## config.mk

```make
export PLATFORM = sky130hd
export DESIGN_NAME = multicycle_controller
export DESIGN_NICKNAME = d
export VERILOG_FILES = /design/src/rtl/multicycle_controller.sv
export SDC_FILE = /design/constraint.sdc
export NUM_CORES = 1
export LEC_CHECK = 0
export CORE_UTILIZATION = 23
export CTS_CLUSTER_SIZE = 25
export DETAILED_ROUTE_END_ITERATION = 8
export DONT_BUFFER_PORTS = 1
export GPL_TIMING_DRIVEN = 1
export PLACE_DENSITY = 0.46
export SYNTH_ARGS = -nofsm -noshare
export SYNTH_HDL_FRONTEND = slang
export SYNTH_SLANG_ARGS = --single-unit
```

## constraint.sdc

```tcl
create_clock -name clk -period 4.1 [get_ports clk]
set_clock_uncertainty 0.05 [all_clocks]
set_input_delay 0.205 -clock clk [delete_from_list [all_inputs] [get_ports clk]]
set_output_delay 0.205 -clock clk [all_outputs]
set_load 0.02 [all_outputs]
```

## src/rtl/multicycle_controller.sv

```systemverilog
// Multicycle RV32I main controller.
// Steps each instruction through FETCH/DECODE/... states and drives the
// datapath enables and mux selects. FETCH, MEMREAD and MEMWRITE can be
// stretched by MEM_WAIT_CYCLES extra cycles for slow memories.
module multicycle_controller #(
  parameter int MEM_WAIT_CYCLES = 0
) (
  input  logic       clk,
  input  logic       rst,
  input  logic [6:0] op,
  input  logic       zero,
  output logic       PCWrite,
  output logic       AdrSrc,
  output logic       MemWrite,
  output logic       IRWrite,
  output logic [1:0] ResultSrc,
  output logic [1:0] ALUSrcA,
  output logic [1:0] ALUSrcB,
  output logic [1:0] ALUOp,
  output logic [1:0] ImmSrc,
  output logic       RegWrite,
  output logic [3:0] state_o,
  output logic       instr_done_o,
  output logic       illegal_o
);

  localparam logic [3:0] S_FETCH    = 4'd0;
  localparam logic [3:0] S_DECODE   = 4'd1;
  localparam logic [3:0] S_MEMADR   = 4'd2;
  localparam logic [3:0] S_MEMREAD  = 4'd3;
  localparam logic [3:0] S_MEMWB    = 4'd4;
  localparam logic [3:0] S_MEMWRITE = 4'd5;
  localparam logic [3:0] S_EXECR    = 4'd6;
  localparam logic [3:0] S_EXECI    = 4'd7;
  localparam logic [3:0] S_ALUWB    = 4'd8;
  localparam logic [3:0] S_BEQ      = 4'd9;
  localparam logic [3:0] S_JAL      = 4'd10;

  localparam logic [6:0] OP_LW  = 7'b0000011;
  localparam logic [6:0] OP_SW  = 7'b0100011;
  localparam logic [6:0] OP_R   = 7'b0110011;
  localparam logic [6:0] OP_I   = 7'b0010011;
  localparam logic [6:0] OP_BEQ = 7'b1100011;
  localparam logic [6:0] OP_JAL = 7'b1101111;

  localparam logic [3:0] WAIT_LAST = 4'(MEM_WAIT_CYCLES);

  logic [3:0] r_state;
  logic [3:0] r_cnt;
  logic [3:0] w_state_next;
  logic       w_wait_state;
  logic       w_last;
  logic       w_legal_op;
  logic       w_pc_update;
  logic       w_branch;

  // Only the memory-facing states stretch; all others finish in one cycle.
  assign w_wait_state = (r_state == S_FETCH) || (r_state == S_MEMREAD) ||
                        (r_state == S_MEMWRITE);
  assign w_last       = !w_wait_state || (r_cnt == WAIT_LAST);
  assign w_legal_op   = (op == OP_LW) || (op == OP_SW) || (op == OP_R) ||
                        (op == OP_I) || (op == OP_BEQ) || (op == OP_JAL);
  assign state_o      = r_state;

  // State register; reset drops straight back into FETCH, aborting any instruction.
  always_ff @(posedge clk or posedge rst) begin
    if (rst) begin
      r_state <= S_FETCH;
    end else begin
      r_state <= w_state_next;
    end
  end

  // Wait counter restarts on every state change so each wait state starts at 0.
  always_ff @(posedge clk or posedge rst) begin
    if (rst) begin
      r_cnt <= 4'd0;
    end else if (w_state_next != r_state) begin
      r_cnt <= 4'd0;
    end else if (w_wait_state && !w_last) begin
      r_cnt <= r_cnt + 4'd1;
    end
  end

  // Next-state decode; a stretched state holds until its final cycle.
  always_comb begin
    w_state_next = r_state;
    if (w_last) begin
      case (r_state)
        S_FETCH:    w_state_next = S_DECODE;
        S_DECODE: begin
          case (op)
            OP_LW, OP_SW: w_state_next = S_MEMADR;
            OP_R:         w_state_next = S_EXECR;
            OP_I:         w_state_next = S_EXECI;
            OP_BEQ:       w_state_next = S_BEQ;
            OP_JAL:       w_state_next = S_JAL;
            default:      w_state_next = S_FETCH;
          endcase
        end
        S_MEMADR:   w_state_next = (op == OP_LW) ? S_MEMREAD : S_MEMWRITE;
        S_MEMREAD:  w_state_next = S_MEMWB;
        S_MEMWB:    w_state_next = S_FETCH;
        S_MEMWRITE: w_state_next = S_FETCH;
        S_EXECR:    w_state_next = S_ALUWB;
        S_EXECI:    w_state_next = S_ALUWB;
        S_ALUWB:    w_state_next = S_FETCH;
        S_BEQ:      w_state_next = S_FETCH;
        S_JAL:      w_state_next = S_ALUWB;
        default:    w_state_next = S_FETCH;
      endcase
    end
  end

  // Moore outputs; write strobes fire only in the last cycle and are masked during reset.
  always_comb begin
    w_pc_update  = 1'b0;
    w_branch     = 1'b0;
    AdrSrc       = 1'b0;
    MemWrite     = 1'b0;
    IRWrite      = 1'b0;
    ResultSrc    = 2'b00;
    ALUSrcA      = 2'b00;
    ALUSrcB      = 2'b00;
    ALUOp        = 2'b00;
    RegWrite     = 1'b0;
    instr_done_o = 1'b0;
    illegal_o    = 1'b0;
    case (r_state)
      S_FETCH: begin
        IRWrite     = w_last;
        ALUSrcB     = 2'b10;
        ResultSrc   = 2'b10;
        w_pc_update = 1'b1;
      end
      S_DECODE: begin
        ALUSrcA      = 2'b01;
        ALUSrcB      = 2'b01;
        illegal_o    = !w_legal_op;
        instr_done_o = !w_legal_op;
      end
      S_MEMADR: begin
        ALUSrcA = 2'b10;
        ALUSrcB = 2'b01;
      end
      S_MEMREAD: AdrSrc = 1'b1;
      S_MEMWB: begin
        ResultSrc    = 2'b01;
        RegWrite     = 1'b1;
        instr_done_o = 1'b1;
      end
      S_MEMWRITE: begin
        AdrSrc       = 1'b1;
        MemWrite     = w_last;
        instr_done_o = w_last;
      end
      S_EXECR: begin
        ALUSrcA = 2'b10;
        ALUOp   = 2'b10;
      end
      S_EXECI: begin
        ALUSrcA = 2'b10;
        ALUSrcB = 2'b01;
        ALUOp   = 2'b10;
      end
      S_ALUWB: begin
        RegWrite     = 1'b1;
        instr_done_o = 1'b1;
      end
      S_BEQ: begin
        ALUSrcA      = 2'b10;
        ALUOp        = 2'b01;
        w_branch     = 1'b1;
        instr_done_o = 1'b1;
      end
      S_JAL: begin
        ALUSrcA     = 2'b01;
        ALUSrcB     = 2'b10;
        w_pc_update = 1'b1;
      end
      default: ;
    endcase
    PCWrite = (w_pc_update & w_last) | (w_branch & zero);
    if (rst) begin
      PCWrite      = 1'b0;
      MemWrite     = 1'b0;
      IRWrite      = 1'b0;
      RegWrite     = 1'b0;
      instr_done_o = 1'b0;
      illegal_o    = 1'b0;
    end
  end

  // Immediate format follows the opcode directly, independent of state.
  always_comb begin
    case (op)
      OP_SW:   ImmSrc = 2'b01;
      OP_BEQ:  ImmSrc = 2'b10;
      OP_JAL:  ImmSrc = 2'b11;
      default: ImmSrc = 2'b00;
    endcase
  end

endmodule

```

==> flow_metrics.tcl, run 1 <==
set metrics [dict create \
    avgSynthCellArea_sq_um 7.677 \
    clock-sinks 8 \
    nNetsFinal 115 \
    grt.overflow.total 0 \
    period_minus_slack_ns 2.646 \
    synthArstFlopShare_pct 100.0 \
    slew_headroom_pct 31.24 \
    slew_viol_final 0 \
    path_delay_family "flip-flops" \
    drcViolationCount 0 \
    post-cts-setup-buffer-count 0 \
    min_path_type "input pin to flip-flop" \
    vias_per_cell 5.055 \
    cts_hold_buf 1 \
    syn2layout_area_growth_pct 7.437 \
    yosys.cell_count.top_type "nor2_1" \
    rsz0062_at_grt "false" \
    ys.flop_type "dfrtp_1" \
    synthTopCellsByArea "dfrtp_1 25%, nor2_1 6.2%, nand2b_1 4.7%, o21ai_0 4.4%, xor2_1 4.4%" \
    yosysWarnings 0 \
    dp_slack_ns 1.712 \
    p_per_area_nw_per_um2 538.4 \
    seq_area_frac_synth_pct 25.32 \
    synth_top_area_share_pct 25.32 \
    switchingPower_mw 0.2551 \
    setup_violations 0 \
    cp.required_ns 3.85 \
    cts-root-buf "clkbuf_4" \
    worst_slew_pin_slew_ns 1.029 \
    power.share.clock_pct 13.3 \
    cp.arrival_ns 2.39 \
    start_util_pct 25.08 \
    critPathLaunchType "flip-flop" \
    num_vias 733 \
    syn_area_sq_um 790.8 \
    min_from "op[2]" \
    cts_max_level 1 \
    pwr-share-comb_pct 53.0 \
    die_w_um 60.64 \
    synth_cell_types 35 \
    fin_setup_tns_ns 0 \
    grt_max_degree 19 \
    fp-row-count 20 \
    fmax_mhz 377.9 \
    synth_enable_flop_cells 0 \
    synthCells 103 \
    min_period_over_period_pct 64.54 \
    core_sq_um 3153 \
    cts-resized-gates 0 \
    cp_num_buf_inv 0 \
    internal_power_mw 0.2023 \
    max_stage_delay_ns 0.81 \
    clk_pin_slew_worst_paths_ns 0.05 \
    path_cells "xor2_1 > nor3_1 > o21ai_0 > a21oi_1" \
    grt_use_total_pct 12.34 \
    maxCapViolations 0 \
    drtAntennaViolNets 0 \
    cts_tree "built" \
    crit_start "state_o[1]" \
    syn-num-nets 115 \
    synth_commonest_cells "13 x nor2_1, 8 x dfrtp_1, 7 x nand2_1, 7 x o21ai_0" \
    switching_share_pct 55.78 \
    synth_top_area_cell "dfrtp_1" \
    ir_drop_uv 140.1 \
    worstPathMaxFanout 16 \
    synth_seq_cells 8 \
    drt_iter0_markers 29 \
    wl_mm 2.081 \
    first_pass_iters 4 \
    worstSetupPathType "flip-flop to primary output" \
    p_seq_share_pct 33.7 \
    p_leak_nw 0.3431 \
    n_fill_cell 380 \
    antenna_found_initial 0 \
    die_area_sq_um 3677 \
    post-dp-hpwl_mm 1.596 \
    gp_congestion 0.7497 \
    cts.path.max_buffers 2 \
    post_drt_wl_per_cell_um 14.35 \
    fp.dieH_um 60.64 \
    cts_buffers 3 \
    grt_pass1_vias 679 \
    critPathSlowestCell "dfrtp_1" \
    outcome "finished clean" \
    ioPinCount 31 \
    hold_viol 0 \
    holdWs_ns 0.1091 \
    end_kind "primary output" \
    antenna_cells 0 \
    r2r-start "state_o[2]" \
    clock_latency_ns 0.25 \
    portBuffers 0 \
    grt_first_pass_wirelength_mm 3.284 \
    drive_above_1_share_pct 9.901 \
    timing.final.ws_setup_ns 1.454 \
]
## final timing paths
check                        endpoint  slack [ns]  cells past startpoint
min                        state_o[0]        0.11                      3
max                           PCWrite        1.45                      4
max in group asynchronous    r_cnt[0]        3.43                      2
max reg2reg                  r_cnt[3]        2.05                      4
min reg2reg                  r_cnt[0]        0.44                      1
min in group asynchronous  state_o[3]        0.31                      2
## registers in the layout, summed over array words and instances, names as in the netlist
signal / count
r_cnt: 4
state_o: 4
## per-layer routing
metal	GRT usage, %	wire, um	vias to the layer above
met2	19.31	969	21
met4	6.818	18	0
li1	-	-	365
met5	0	0	-
met3	3.198	155	2
met1	15.47	938	345
## layout by cell type, fill, tap and decap left out
cell type      instances
nand3b_1               1
dfrtp_1                8
mux2_2                 1
a22oi_1                1
inv_1                  6
dlygate4sd3_1          1
a21o_1                 2
nand2b_1               6
a2111oi_1              1
nor4_1                 3
nor2_1                13
mux2i_1                1
nand4_1                1
o311ai_2               1
o22ai_1                2
nand2_1                7
and2_1                 1
nand3_1                2
or3b_4                 1
a31oi_1                2
nor2b_1                1
nor4_4                 1
or3_4                  1
a21oi_1                5
nor3_1                 6
and3_1                 3
o21ai_0                7
o221a_2                1
ha_1                   2
clkbuf_4               3
nor3b_1                1
a22o_1                 1
o211a_1                1
a31o_2                 1
xnor2_1                2
xor2_1                 4
## power groups by stage
stage               registers (mW)  clock network [mW]  logic [mW]
global placement             0.157                   0       0.240
detailed placement           0.156                   0       0.242
global route                 0.159              0.0676       0.266
floorplan                    0.114                   0       0.253
CTS                          0.154              0.0656       0.243
finish                       0.154              0.0609       0.242
## cells by family after synthesis
kind of cell    Yosys count  synth area share [%]
compound gates           25                 21.68
xor+xnor                  6                 6.646
fa+ha+maj                 2                 3.164
buf+inv                  12                 6.646
flops                     8                 25.32
mux                       2                 2.690
simple gates             48                 33.86
## cell type report
| class | count | area [sq um] | share of cell area (%) |
|---|---|---|---|
| Clock buffer | 3 | 22.52 | 2.651 |
| Inverter | 6 | 22.52 | 2.651 |
| Tap cell | 44 | 55.05 | 6.480 |
| Timing Repair Buffer | 1 | 10.01 | 1.178 |
| Sequential cell | 8 | 200.2 | 23.56 |
| Multi-Input combinational cell | 83 | 539.3 | 63.48 |
## worst register-to-register path, stage by stage, from the launching register on
cell,delay (ns)
dfrtp_1,0.88
xor2_1,0.18
and3_1,0.32
o21ai_0,0.39
nor2_1,0.10
## stage by stage
stage          utilization [%]  cells  cell area, sq um  power (mW)
2_1_floorplan                -    103             790.8      0.3669
3_3_place_gp             25.91    141             817.0      0.3966
3_5_place_dp             25.91    141             817.0      0.3979
4_1_cts                  26.94    145             849.6      0.4633
5_1_grt                  26.94    145             849.6      0.4924
6_report                 26.94    145             849.6      0.4574
Power figures use the tool's default switching activity.
==> run 2, diff against run 1 <==
ABC_AREA = 1   (was default)
PLACE_DENSITY = 0.47   (was 0.46)
clock period = 2.1 ns   (was 4.1 ns; I/O delays follow)
==> run 2 against run 1 <==
Register-to-register slack worse by 1.4 ns; power up 46%; worst setup slack worse by 1.3 ns; largest cell class unchanged; critical path type unchanged; critical endpoint unchanged; highest routed layer is now met3; via count up 1.6%.
==> flow_metrics.tcl, run 2 <==
set metrics [dict create \
    outcome "finished clean" \
    vias_per_cell 4.282 \
    wl_met1_um 787 \
    ioPinCount 31 \
    post-dp-hpwl_mm 1.537 \
    gp_congestion 0.8357 \
    worstSetupPathType "flip-flop to primary output" \
    synth_top_area_share_pct 27.07 \
    period_minus_slack_ns 1.929 \
    p_per_area_nw_per_um2 777.1 \
    yosys.cell_count.top_type "nand2_1" \
    maxCapViolations 0 \
    min_period_over_period_pct 91.85 \
    reg2reg_setup_slack_ns 0.64 \
    seq_area_frac_synth_pct 27.07 \
    cts-root-buf "clkbuf_4" \
    cts_buffers 3 \
    synthCells 122 \
    synth_top_area_cell "dfrtp_1" \
    die_w_um 58.70 \
    nNetsFinal 144 \
    portBuffers 0 \
    yosysWarnings 0 \
    die_area_sq_um 3446 \
    worstPathMaxFanout 5 \
    r2r-start "state_o[1]" \
    avgSynthCellArea_sq_um 6.061 \
    reg2reg_depth 9 \
    grt_max_degree 9 \
    routed.top_layer "met3" \
    min_path_type "input pin to flip-flop" \
    rsz0062_at_grt "false" \
    drtAntennaViolNets 0 \
    start_util_pct 24.22 \
    clk_pin_slew_worst_paths_ns 0.05 \
    syn_area_sq_um 739.5 \
    cp.required_ns 1.95 \
    ys.flop_type "dfrtp_1" \
    path_cells "inv_2 > nor2_1 > nand3_1 > nand2_1 > nand2_2 > a21oi_2" \
    dr_wl_met3_um 135 \
    total_power_mw 0.6660 \
    first_pass_iters 4 \
    end_kind "primary output" \
    hold_viol 0 \
    slew_headroom_pct 57.14 \
    max_stage_delay_ns 0.55 \
    synthArstFlopShare_pct 100.0 \
    syn2layout_area_growth_pct 15.91 \
    final_common_cell "nand2_1" \
    cts_max_level 1 \
    fp.dieH_um 58.70 \
    syn-num-nets 134 \
    slew_viol_final 0 \
    ir_drop_uv 308.0 \
    worst_slew_pin_slew_ns 0.6362 \
    fin_setup_tns_ns 0 \
    grt_first_pass_wirelength_mm 3.001 \
    num_vias 745 \
    cts_tree "built" \
    synth_seq_cells 8 \
    cp.arrival_ns 1.77 \
    clock-sinks 8 \
    drt_iter0_markers 52 \
    cts.path.max_buffers 2 \
    wl_mm 1.794 \
    grt.overflow.total 0 \
    post-cts-setup-buffer-count 0 \
    grt_pass1_vias 714 \
    post_drt_wl_per_cell_um 10.31 \
    min_path_cells 4 \
    hold_end "state_o[2]" \
    antenna_found_initial 0 \
    clock_latency_ns 0.25 \
    synth_cell_types 23 \
    wl_met2_um 871 \
    core_sq_um 3053 \
    drive_above_1_share_pct 20.77 \
    r2r-end "state_o[0]" \
    p_leak_nw 0.4666 \
    synth_enable_flop_cells 0 \
    fp-row-count 20 \
    critPathSlowestCell "dfrtp_1" \
    drcViolationCount 0 \
    most-common-layout-cells "33 x nand2_1, 21 x nor2_1, 17 x inv_1, 8 x dfrtp_1, 7 x inv_2" \
    synth_commonest_cells "33 x nand2_1, 21 x nor2_1, 17 x inv_1" \
    fmax_mhz 518.5 \
    antenna_cells 0 \
    grt_use_total_pct 11.58 \
    critPathLaunchType "flip-flop" \
    synthTopCellsByArea "dfrtp_1 27%, nand2_1 17%, nor2_1 11%, inv_1 8.6%, nand2_2 5.1%" \
    min_from "op[4]" \
    setup_violations 0 \
]
run 2: changes by cell type in the layout (fill, tap and decap cells not counted), moves of 3 or more:
cell and delta:
nand2_1 +26, inv_1 +11, nor2_1 +8, inv_2 +7
nand2_2 +6, nand2b_1 -6, o21ai_0 -6, buf_4 +4
nand3_1 +4, and3_1 -3, nor4_1 -3, xor2_1 -3
run 2: per-stage QoR:
step | worst slack, ns | instances | instance area (sq um) | hold slack (ns) | util (%)
finish | 0.1712 | 174 | 857.1 | 0.08127 | 28.07
global route | 0.005945 | 174 | 857.1 | 0.1218 | 28.07
CTS | 0.1359 | 174 | 857.1 | 0.07893 | 28.07
detailed placement | 0.4117 | 170 | 824.5 | -0.08935 | 27.01
global placement | 0.4135 | 170 | 824.5 | -0.09898 | 27.01
floorplan | 0.5053 | 122 | 739.5 | -0.1293 | -
run 2: timing repair:
| item | CTS | global route |
|---|---|---|
| gates resized for setup | 0 | 0 |
| hold buffers | 1 | 0 |
| hold endpoints to repair | 8 | 0 |
run 2: final cells by class:
| class | count | area (sq um) |
|---|---|---|
| fillers | 371 | 2196 |
| multi-input cells | 89 | 445.4 |
| well taps | 44 | 55.05 |
| inverters | 25 | 93.84 |
| clock buffers | 3 | 22.52 |
| repair buffers | 5 | 40.04 |
| flip-flops and latches | 8 | 200.2 |
run 2: metal layers:
metal | vias to the layer above | track usage (%)
li1 | 389 | -
met1 | 335 | 13.30
met2 | 21 | 20.20
met3 | 0 | 3.297
met4 | 0 | 4.762
met5 | - | 0
run 2: how the worst max path moves through the flow:
stage          slack, ns        end  cells after the start  startpoint
2_1_floorplan       0.51  illegal_o                      5  state_o[3]
3_3_place_gp        0.41    PCWrite                      6  state_o[1]
3_5_place_dp        0.41    PCWrite                      6  state_o[1]
4_1_cts             0.14    PCWrite                      6  state_o[1]
5_1_grt            0.006    PCWrite                      6  state_o[1]
6_report            0.17    PCWrite                      6  state_o[1]
run 2: cells by family (layout without fill, tap and decap cells):
family | Yosys count | count (layout) | share of synthesized area [%]
and+or+nand+nor | 79 | 79 | 49.58
buffers and inverters | 25 | 33 | 12.69
DFF | 8 | 8 | 27.07
AOI/OAI and AO/OA | 6 | 6 | 4.906
adders and majority gates | 2 | 2 | 3.384
xor gates and xnor gates | 2 | 2 | 2.369
run 2: worst max-delay path: cells and delay by family (launching register included):
| family | cells | cell delay (ns) |
|---|---|---|
| flops | 1 | 0.55 |
| simple gates | 4 | 0.62 |
| compound gates | 1 | 0.26 |
| buf+inv | 1 | 0.10 |
run 2: report_power, final:
part / total [mW] / switching [mW] / internal [mW] / leakage [nW]
combinational: 0.346 / 0.246 / 0.0999 / 0.343
sequential: 0.208 / 0.0421 / 0.166 / 0.110
clock: 0.112 / 0.0469 / 0.0650 / 0.0138
total: 0.666 / 0.335 / 0.331 / 0.467
